[config.mk]
export PLATFORM = sky130hd
export DESIGN_NAME = interrupt_controller
export DESIGN_NICKNAME = d
export VERILOG_FILES = /design/src/rtl/interrupt_controller_pkg.sv /design/src/rtl/interrupt_controller_sync_edge.sv /design/src/rtl/interrupt_controller.sv
export SDC_FILE = /design/constraint.sdc
export NUM_CORES = 1
export LEC_CHECK = 0
export CAP_MARGIN = 15
export CORE_MARGIN = 4
export CORE_UTILIZATION = 40
export DETAILED_ROUTE_END_ITERATION = 8
export PLACE_DENSITY = 0.7
export SYNTH_ARGS = -nofsm -noshare
export SYNTH_HDL_FRONTEND = slang
export SYNTH_SLANG_ARGS = --single-unit
[constraint.sdc]
create_clock -name clk -period 1.8 [get_ports clk]
set_input_delay 0.36 -clock clk [delete_from_list [all_inputs] [get_ports clk]]
set_output_delay 0.36 -clock clk [all_outputs]
set_load 0.05 [all_outputs]
[src/rtl/interrupt_controller_pkg.sv]
// Shared processor constants: interrupt FSM state encoding and interrupt controller defaults.
package interrupt_controller_pkg;

  typedef enum logic [2:0] {
    ST_IDLE,
    ST_DRAIN,
    ST_VECTOR,
    ST_SERVICE,
    ST_RETURN
  } int_state_t;

  localparam int unsigned DRAIN_CYCLES_DEF = 3;
  localparam logic [7:0]  ISR_VECTOR_DEF   = 8'hF0;

endpackage

[src/rtl/interrupt_controller_sync_edge.sv]
// Two-flop synchronizer for the asynchronous interrupt line plus rising-edge detect.
module int_sync_edge (
  input  logic i_clk,
  input  logic i_reset,
  input  logic i_async,
  output logic o_rise
);

  logic r_sync1;
  logic r_sync2;

  always_ff @(posedge i_clk) begin
    if (i_reset) begin
      r_sync1 <= 1'b0;
      r_sync2 <= 1'b0;
    end else begin
      r_sync1 <= i_async;
      r_sync2 <= r_sync1;
    end
  end

  assign o_rise = r_sync1 & ~r_sync2;

endmodule

[src/rtl/interrupt_controller.sv]
// Single-level interrupt controller: drains the pipeline, vectors to the ISR and
// restores the saved PC on return-from-interrupt.
module interrupt_controller
  import interrupt_controller_pkg::*;
#(
  parameter int unsigned DRAIN_CYCLES = DRAIN_CYCLES_DEF,
  parameter logic [7:0]  ISR_VECTOR   = ISR_VECTOR_DEF
) (
  input  logic       clk,
  input  logic       reset,
  input  logic       interrupt,
  input  logic       int_mask,
  input  logic [7:0] id_address,
  input  logic       reti_decoded,
  output logic       stall,
  output logic       flush_idex,
  output logic       flush_ifid,
  output logic       pc_load,
  output logic [7:0] pc_load_addr,
  output logic [7:0] epc,
  output logic       in_service,
  output logic       int_ack
);

  localparam logic [2:0] CNT_LOAD = 3'(DRAIN_CYCLES - 1);

  logic       w_edge;
  int_state_t r_state;
  logic       r_pending;
  logic [2:0] r_cnt;
  logic [7:0] r_epc;
  logic       r_stall;
  logic       r_flush_idex;
  logic       r_flush_ifid;
  logic       r_pc_load;
  logic [7:0] r_pc_load_addr;
  logic       r_in_service;
  logic       r_int_ack;

  int_sync_edge u_sync (
    .i_clk   (clk),
    .i_reset (reset),
    .i_async (interrupt),
    .o_rise  (w_edge)
  );

  // Output registers are loaded with the decode of the state being entered,
  // so every output is a pure function of registered state.
  always_ff @(posedge clk) begin
    if (reset) begin
      r_state        <= ST_IDLE;
      r_pending      <= 1'b0;
      r_cnt          <= '0;
      r_epc          <= '0;
      r_stall        <= 1'b0;
      r_flush_idex   <= 1'b0;
      r_flush_ifid   <= 1'b0;
      r_pc_load      <= 1'b0;
      r_pc_load_addr <= '0;
      r_in_service   <= 1'b0;
      r_int_ack      <= 1'b0;
    end else begin
      if (r_state == ST_VECTOR) begin
        r_pending <= w_edge;
      end else if (w_edge) begin
        r_pending <= 1'b1;
      end

      r_stall        <= 1'b0;
      r_flush_idex   <= 1'b0;
      r_flush_ifid   <= 1'b0;
      r_pc_load      <= 1'b0;
      r_pc_load_addr <= '0;
      r_in_service   <= 1'b0;
      r_int_ack      <= 1'b0;

      case (r_state)
        ST_IDLE: begin
          if (r_pending && !int_mask) begin
            r_state      <= ST_DRAIN;
            r_epc        <= id_address;
            r_cnt        <= CNT_LOAD;
            r_stall      <= 1'b1;
            r_flush_idex <= 1'b1;
          end
        end
        ST_DRAIN: begin
          if (r_cnt == '0) begin
            r_state        <= ST_VECTOR;
            r_pc_load      <= 1'b1;
            r_pc_load_addr <= ISR_VECTOR;
            r_flush_ifid   <= 1'b1;
            r_int_ack      <= 1'b1;
          end else begin
            r_cnt        <= r_cnt - 3'd1;
            r_stall      <= 1'b1;
            r_flush_idex <= 1'b1;
          end
        end
        ST_VECTOR: begin
          r_state      <= ST_SERVICE;
          r_in_service <= 1'b1;
        end
        ST_SERVICE: begin
          if (reti_decoded) begin
            r_state        <= ST_RETURN;
            r_pc_load      <= 1'b1;
            r_pc_load_addr <= r_epc;
            r_flush_ifid   <= 1'b1;
          end else begin
            r_in_service <= 1'b1;
          end
        end
        ST_RETURN: begin
          r_state <= ST_IDLE;
        end
        default: begin
          r_state <= ST_IDLE;
        end
      endcase
    end
  end

  assign stall        = r_stall;
  assign flush_idex   = r_flush_idex;
  assign flush_ifid   = r_flush_ifid;
  assign pc_load      = r_pc_load;
  assign pc_load_addr = r_pc_load_addr;
  assign epc          = r_epc;
  assign in_service   = r_in_service;
  assign int_ack      = r_int_ack;

endmodule

==> metrics, run 1 <==
CTS root buf clkbuf_4; Max Cap Violations 0; CTS tree built; Storage cell area 580.6 µm²; worst hold path cell count 1; ys flop type dfxtp_1; Crit. End Element flop; reg2reg path depth 3; Yosys warnings 0; critical path data arrival time 1.77 ns; register area share after synthesis 50.38%; Synth area leaders dfxtp_1 50%, nand2_1 8.1%, mux2i_1 7.8%; placed cell area 1450 µm²; Final ANT Viol Nets 0; crit path max fanout 9; EDFF count, synth 0; area occupied by multi-input gates 509.2 µm²; Leak 0.0006274 µW; RR Endpoint epc[5]; GRT Util Overall 12.90%; count leader, synth dfxtp_1; die width 61.68 µm; clk buf depth 2; cts bufs inserted 5; RSZ-0062 raised after global routing false; worst slack, placed -0.02741 ns; I/O pin count 35; GR Overflow Total 0; Mapped Area 1152 µm²; Logic pwr share 13.8%; Worst-Margin Slew 0.5143 ns; vias post-DR 925; CTS Sinks 29; Mapped Avg Cell Area 9.603 µm²; Post-CTS Setup Inserts 0; synth unique cells 30; largest net degree at the start of global routing 17; layout cells sized above 1 24.20%; fillers 261; FMAX 656.6 MHz; top post-synthesis cells by count 29 x dfxtp_1, 25 x nand2_1, 9 x mux2i_1; status finished clean; post-synthesis cell type with the largest combined area dfxtp_1; Synth Net Count 135; FP Rows 19; total chip power 1235 µW; DR vias/cell 4.920; critical path's largest stage delay 0.53 ns; worst min-delay path endpoint u_sync.r_sync2; Starting DRT DRC Count 12; fraction of registers with async set/reset 0%; Residual DRC 0; H-tree Lvls 2; crit path kind reg -> reg; setup TNS 0 ns; CP Cell Sequence nor2_2 -> and3b_1 -> mux2i_1; Starting Density 41.79%; first-pass GRT wire length 3.450 mm; Final WS setup 0.2769 ns; vias in the first global route 810; Worst path top cell family by delay simple AND/OR/NAND/NOR gates; CP Data Required Time 2.04 ns; Pins Over Slew Limit 0; worst reg-to-reg setup slack 0.28 ns; GPL Wtd Cong 0.8227; Detailed Route WL 2.344 mm; worst path bufs/invs 0; Skew-Pair Late Insertion Delay 0.32 ns; initial antenna violation count 0; area of the core 2758 µm²; Yosys reg bits 29; synth-to-layout area growth 30.51%; final net count 172; Worst setup SP type flop; Clk pwr share 31.6%; PwrDens 821.4 nW/µm²; Final Instance Area 1504 µm²; Final Hold Viols 0; Final period util 84.62%; top-area cell type share of the netlist area 50.38%; slew margin rel. 65.71%; fin crit period 1.523 ns; hold crit path type reg -> reg; Int Pwr 915.9 µW; switch share 25.86%; drt pass-1 iters 4; ANT cells 0; maximum vdd drop 615.7 µV; sw power 319.5 µW; clock skew 0.002591 ns; Hold Path Origin u_sync.r_sync1; synthesized instance count 120; drt wl/cell 12.47 µm; Worst-path clk slew 0.08 ns; hpwl dp 1.726 mm; Sequential Power Share 54.7%; Setup Viol. Count Final 0; DIE HEIGHT 61.68 µm; input/output buffers 34; die area 3804 µm²; Crit-path slowest cell and3b_1; Reg2Reg Launch Point r_state[2]
## metrics by stage
| stage | instances | hold slack (ns) | utilization (%) |
|---|---|---|---|
| after CTS | 188 | 0.4729 | 54.54 |
| after global placement | 181 | 0.4539 | 52.59 |
| after floorplan | 120 | 0.4392 | - |
| after global routing | 188 | 0.5007 | 54.54 |
| final | 188 | 0.4749 | 54.54 |
| after detailed placement | 181 | 0.4608 | 52.59 |
## power by group through the flow
| stage | registers, µW | clock network (µW) | logic [µW] |
|---|---|---|---|
| 6_report | 675 | 390 | 170 |
| 5_1_grt | 678 | 429 | 183 |
| 4_1_cts | 675 | 402 | 172 |
| 3_5_place_dp | 690 | 0 | 171 |
| 3_3_place_gp | 689 | 0 | 168 |
| 2_1_floorplan | 720 | 0 | 82.8 |
## flip-flops by register name (all words and copies together), names as in the netlist
name            cells
epc                 8
pc_load_addr        8
r_cnt               3
r_state             3
flush_idex          1
in_service          1
int_ack             1
pc_load             1
r_pending           1
u_sync.r_sync1      1
u_sync.r_sync2      1
## worst max path at each step
stage                     from  depth (start not counted)  slack [ns]          to
finish              r_state[2]                          3        0.28      epc[5]
global route        r_state[2]                          3        0.14      epc[5]
CTS                 in_service                          1        0.26  in_service
detailed placement    int_mask                          4       -0.03      epc[5]
global placement      int_mask                          4       0.007      epc[5]
floorplan             r_cnt[0]                          5        0.54    r_cnt[0]
## cells by family (layout without fill, tap and decap cells)
| family | Yosys count | count (layout) | synth area share (%) |
|---|---|---|---|
| buffers and inverters | 10 | 47 | 5.429 |
| muxes | 9 | 9 | 7.818 |
| and+or+nand+nor | 54 | 54 | 25.52 |
| AOI/OAI and AO/OA | 16 | 16 | 8.687 |
| adders and majority gates | 2 | 2 | 2.171 |
| DFF | 29 | 29 | 50.38 |
## timing repair
item                       CTS  global route
setup endpoints to repair    1             0
hold buffers                 0             0
resized for setup            1             0
## routing by layer
| metal | vias up | GRT usage (%) | wire (µm) |
|---|---|---|---|
| li1 | 474 | - | - |
| met1 | 424 | 13.72 | 981 |
| met2 | 25 | 21.52 | 1202 |
| met3 | 2 | 5.870 | 144 |
| met4 | 0 | 6.364 | 16 |
| met5 | - | 0 | 0 |
## cell usage in the layout (no fill, tap or decap), types with 2 or more instances in the layout
cell type / synthesis / final
nor3_2: 2 / 2
dfxtp_1: 29 / 29
and2b_2: 2 / 2
and2_1: 4 / 4
nor2_1: 3 / 3
nand3_1: 2 / 2
buf_4: 4 / 24
o21ai_0: 3 / 3
inv_1: 3 / 3
ha_1: 2 / 2
nor3_1: 2 / 2
nand2_1: 25 / 25
clkbuf_4: 0 / 5
nand2b_1: 3 / 3
nor2b_1: 3 / 3
a21oi_1: 8 / 8
clkdlybuf4s50_1: 0 / 12
nand3b_1: 2 / 2
mux2i_1: 9 / 9
## area by class of cell
class	instances	share of cell area [%]
sequential	29	38.60
timing repair buffer	37	20.55
multi-input combinational	81	33.86
tap	31	2.579
inverter	3	0.7488
clock buffer	7	3.661
No activity file was read; power rests on OpenSTA's default activity.
==> inputs of run 2 (changes only) <==
clock period = 1.5 ns   (was 1.8 ns; I/O delays follow)
==> metrics, run 2 (synthesis results as in run 1) <==
Residual DRC 0 (unchanged); PwrDens 991.6 nW/µm² (+21%); FMAX 734.6 MHz (+12%); hold_buf cts 0 (unchanged); Starting Density 41.79% (unchanged); Resized cells post-CTS 0 (-1); CTS root buf clkbuf_4; cts bufs inserted 5 (unchanged); Post-CTS Setup Inserts 0 (unchanged); Critical Path Sink r_cnt[0]; Critical Path Start r_cnt[0]; slew margin rel. 76.32% (+11 points); Setup Viol. Count Final 0 (unchanged); Crit. End Element flop; final net count 178 (+3.5%); drt wl/cell 12.37 µm (-0.75%); die width 61.68 µm (unchanged); ANT cells 0 (unchanged); critical path data arrival time 1.58 ns (-0.19 ns); setup TNS 0 ns (unchanged); Max Cap Violations 0 (unchanged); area of the core 2758 µm² (unchanged); RSZ-0062 raised after global routing false; DIE HEIGHT 61.68 µm (unchanged); Final ANT Viol Nets 0 (unchanged); hold crit path type reg -> reg; Starting DRT DRC Count 12 (unchanged); clk buf depth 2 (unchanged); CTS Sinks 29 (unchanged); FP Rows 19 (unchanged); reg2reg path depth 5 (+2); CP Data Required Time 1.72 ns (-0.32 ns); final core utilization 67.92% (+13 points); Hold Path Origin u_sync.r_sync1; GR Overflow Total 0 (unchanged); worst reg-to-reg setup slack 0.14 ns (-0.14 ns); die area 3804 µm² (unchanged); fin crit period 1.361 ns (-0.1619 ns); Worst setup SP type flop; # placed instances 187 (+3.3%); GPL Wtd Cong 0.8123 (-1.3%); crit path max fanout 4 (-5); Leak 0.0007408 µW (+18%); DR vias/cell 4.949 (+0.58%); most frequent cells in the layout 28 x dfxtp_1, 25 x nand2_1, 22 x buf_12; input/output buffers 34 (unchanged); Skew-Pair Late Insertion Delay 0.33 ns (about the same); commonest non-fill, non-tap cell in the layout dfxtp_1; clock skew 0.01040 ns (+0.007813 ns); H-tree Lvls 2 (unchanged); Reg2Reg Launch Point r_cnt[0]; drt pass-1 iters 4 (unchanged); vias post-DR 965 (+4.3%); CTS tree built; crit path kind reg -> reg; I/O pin count 35 (unchanged); total chip power 1857 µW (+50%); Worst-path clk slew 0.08 ns (about the same); status finished clean; GRT Util Overall 14.81% (+1.9 points); Final Hold Viols 0 (unchanged); RR Endpoint r_cnt[0]; maximum vdd drop 997.3 µV (+62%); Final period util 90.75% (+6.1 points); Pins Over Slew Limit 0 (unchanged); layout cells sized above 1 29.88% (+5.7 points); largest net degree at the start of global routing 17 (unchanged); synth-to-layout area growth 62.54%; Final Non-Filler Cells 195 (+3.7%); Detailed Route WL 2.413 mm (+2.9%); initial antenna violation count 0 (unchanged); hpwl dp 1.954 mm (+13%); final hold slack 0.4716 ns (-0.003273 ns); vias in the first global route 925 (+14%); first-pass GRT wire length 4.029 mm (+17%); Worst-Margin Slew 0.3506 ns (-0.1637 ns)
-- run 2: cell count changes in the layout (fill, tap and decap cells not counted), sizes merged --
cell | before | now
buf | 24 | 31
bufinv | 0 | 2
clkbuf | 7 | 5
clkinv | 0 | 1
dlygate4sd2 | 1 | 0
-- run 2: cell type report --
type / instances / area [µm²]
Clock buffer: 5 / 37.54
Clock inverter: 3 / 65.06
Fill cell: 231 / 884.6
Inverter: 3 / 11.26
Multi-Input combinational cell: 81 / 510.5
Sequential cell: 29 / 581.8
Tap cell: 31 / 38.79
Timing Repair Buffer: 43 / 628.1
-- run 2: how the worst min path moves through the flow --
stage / slack, ns / cells after the start / to
after floorplan: 0.43 / 1 / u_sync.r_sync1
after CTS: 0.48 / 1 / u_sync.r_sync2
after global routing: 0.49 / 1 / u_sync.r_sync2
final: 0.47 / 2 / r_pending
after detailed placement: 0.46 / 1 / u_sync.r_sync2
after global placement: 0.45 / 2 / r_pending
-- run 2: critical path, stage by stage (launching register included) --
cell and delay (ns):
dfxtp_1 0.32, inv_1 0.09, ha_1 0.21, nand2b_1 0.12, and4_1 0.21, a311o_1 0.30
-- run 2: where the power goes --
part           switching, µW  internal, µW  total, µW
registers               26.3           793        819
logic                    119           131        251
clock network            272           516        788
-- run 2: through the flow --
stage | cell area [µm²] | setup WS, ns
6_report | 1873 | 0.1388
5_1_grt | 1873 | 0.06699
4_1_cts | 1871 | 0.07600
3_5_place_dp | 1768 | -0.2531
3_3_place_gp | 1768 | -0.1953
2_1_floorplan | 1152 | 0.2429
-- run 2: per-layer routing --
layer  global-route usage, %  wire (µm)  up-vias  part of all wire, %
li1                        -          -      495                    -
met5                       0          0        -                    0
met1                   17.62       1031      442                   43
met2                   23.02       1182       24                   49
met3                   7.128        163        4                  6.8
met4                   5.758         36        0                  1.5
==> inputs of run 3 (changes only) <==
SKIP_LAST_GASP = 1   (was default)
==> results of run 3 <==
Same layout as run 2: the final DEF is identical, and so are final timing and power.
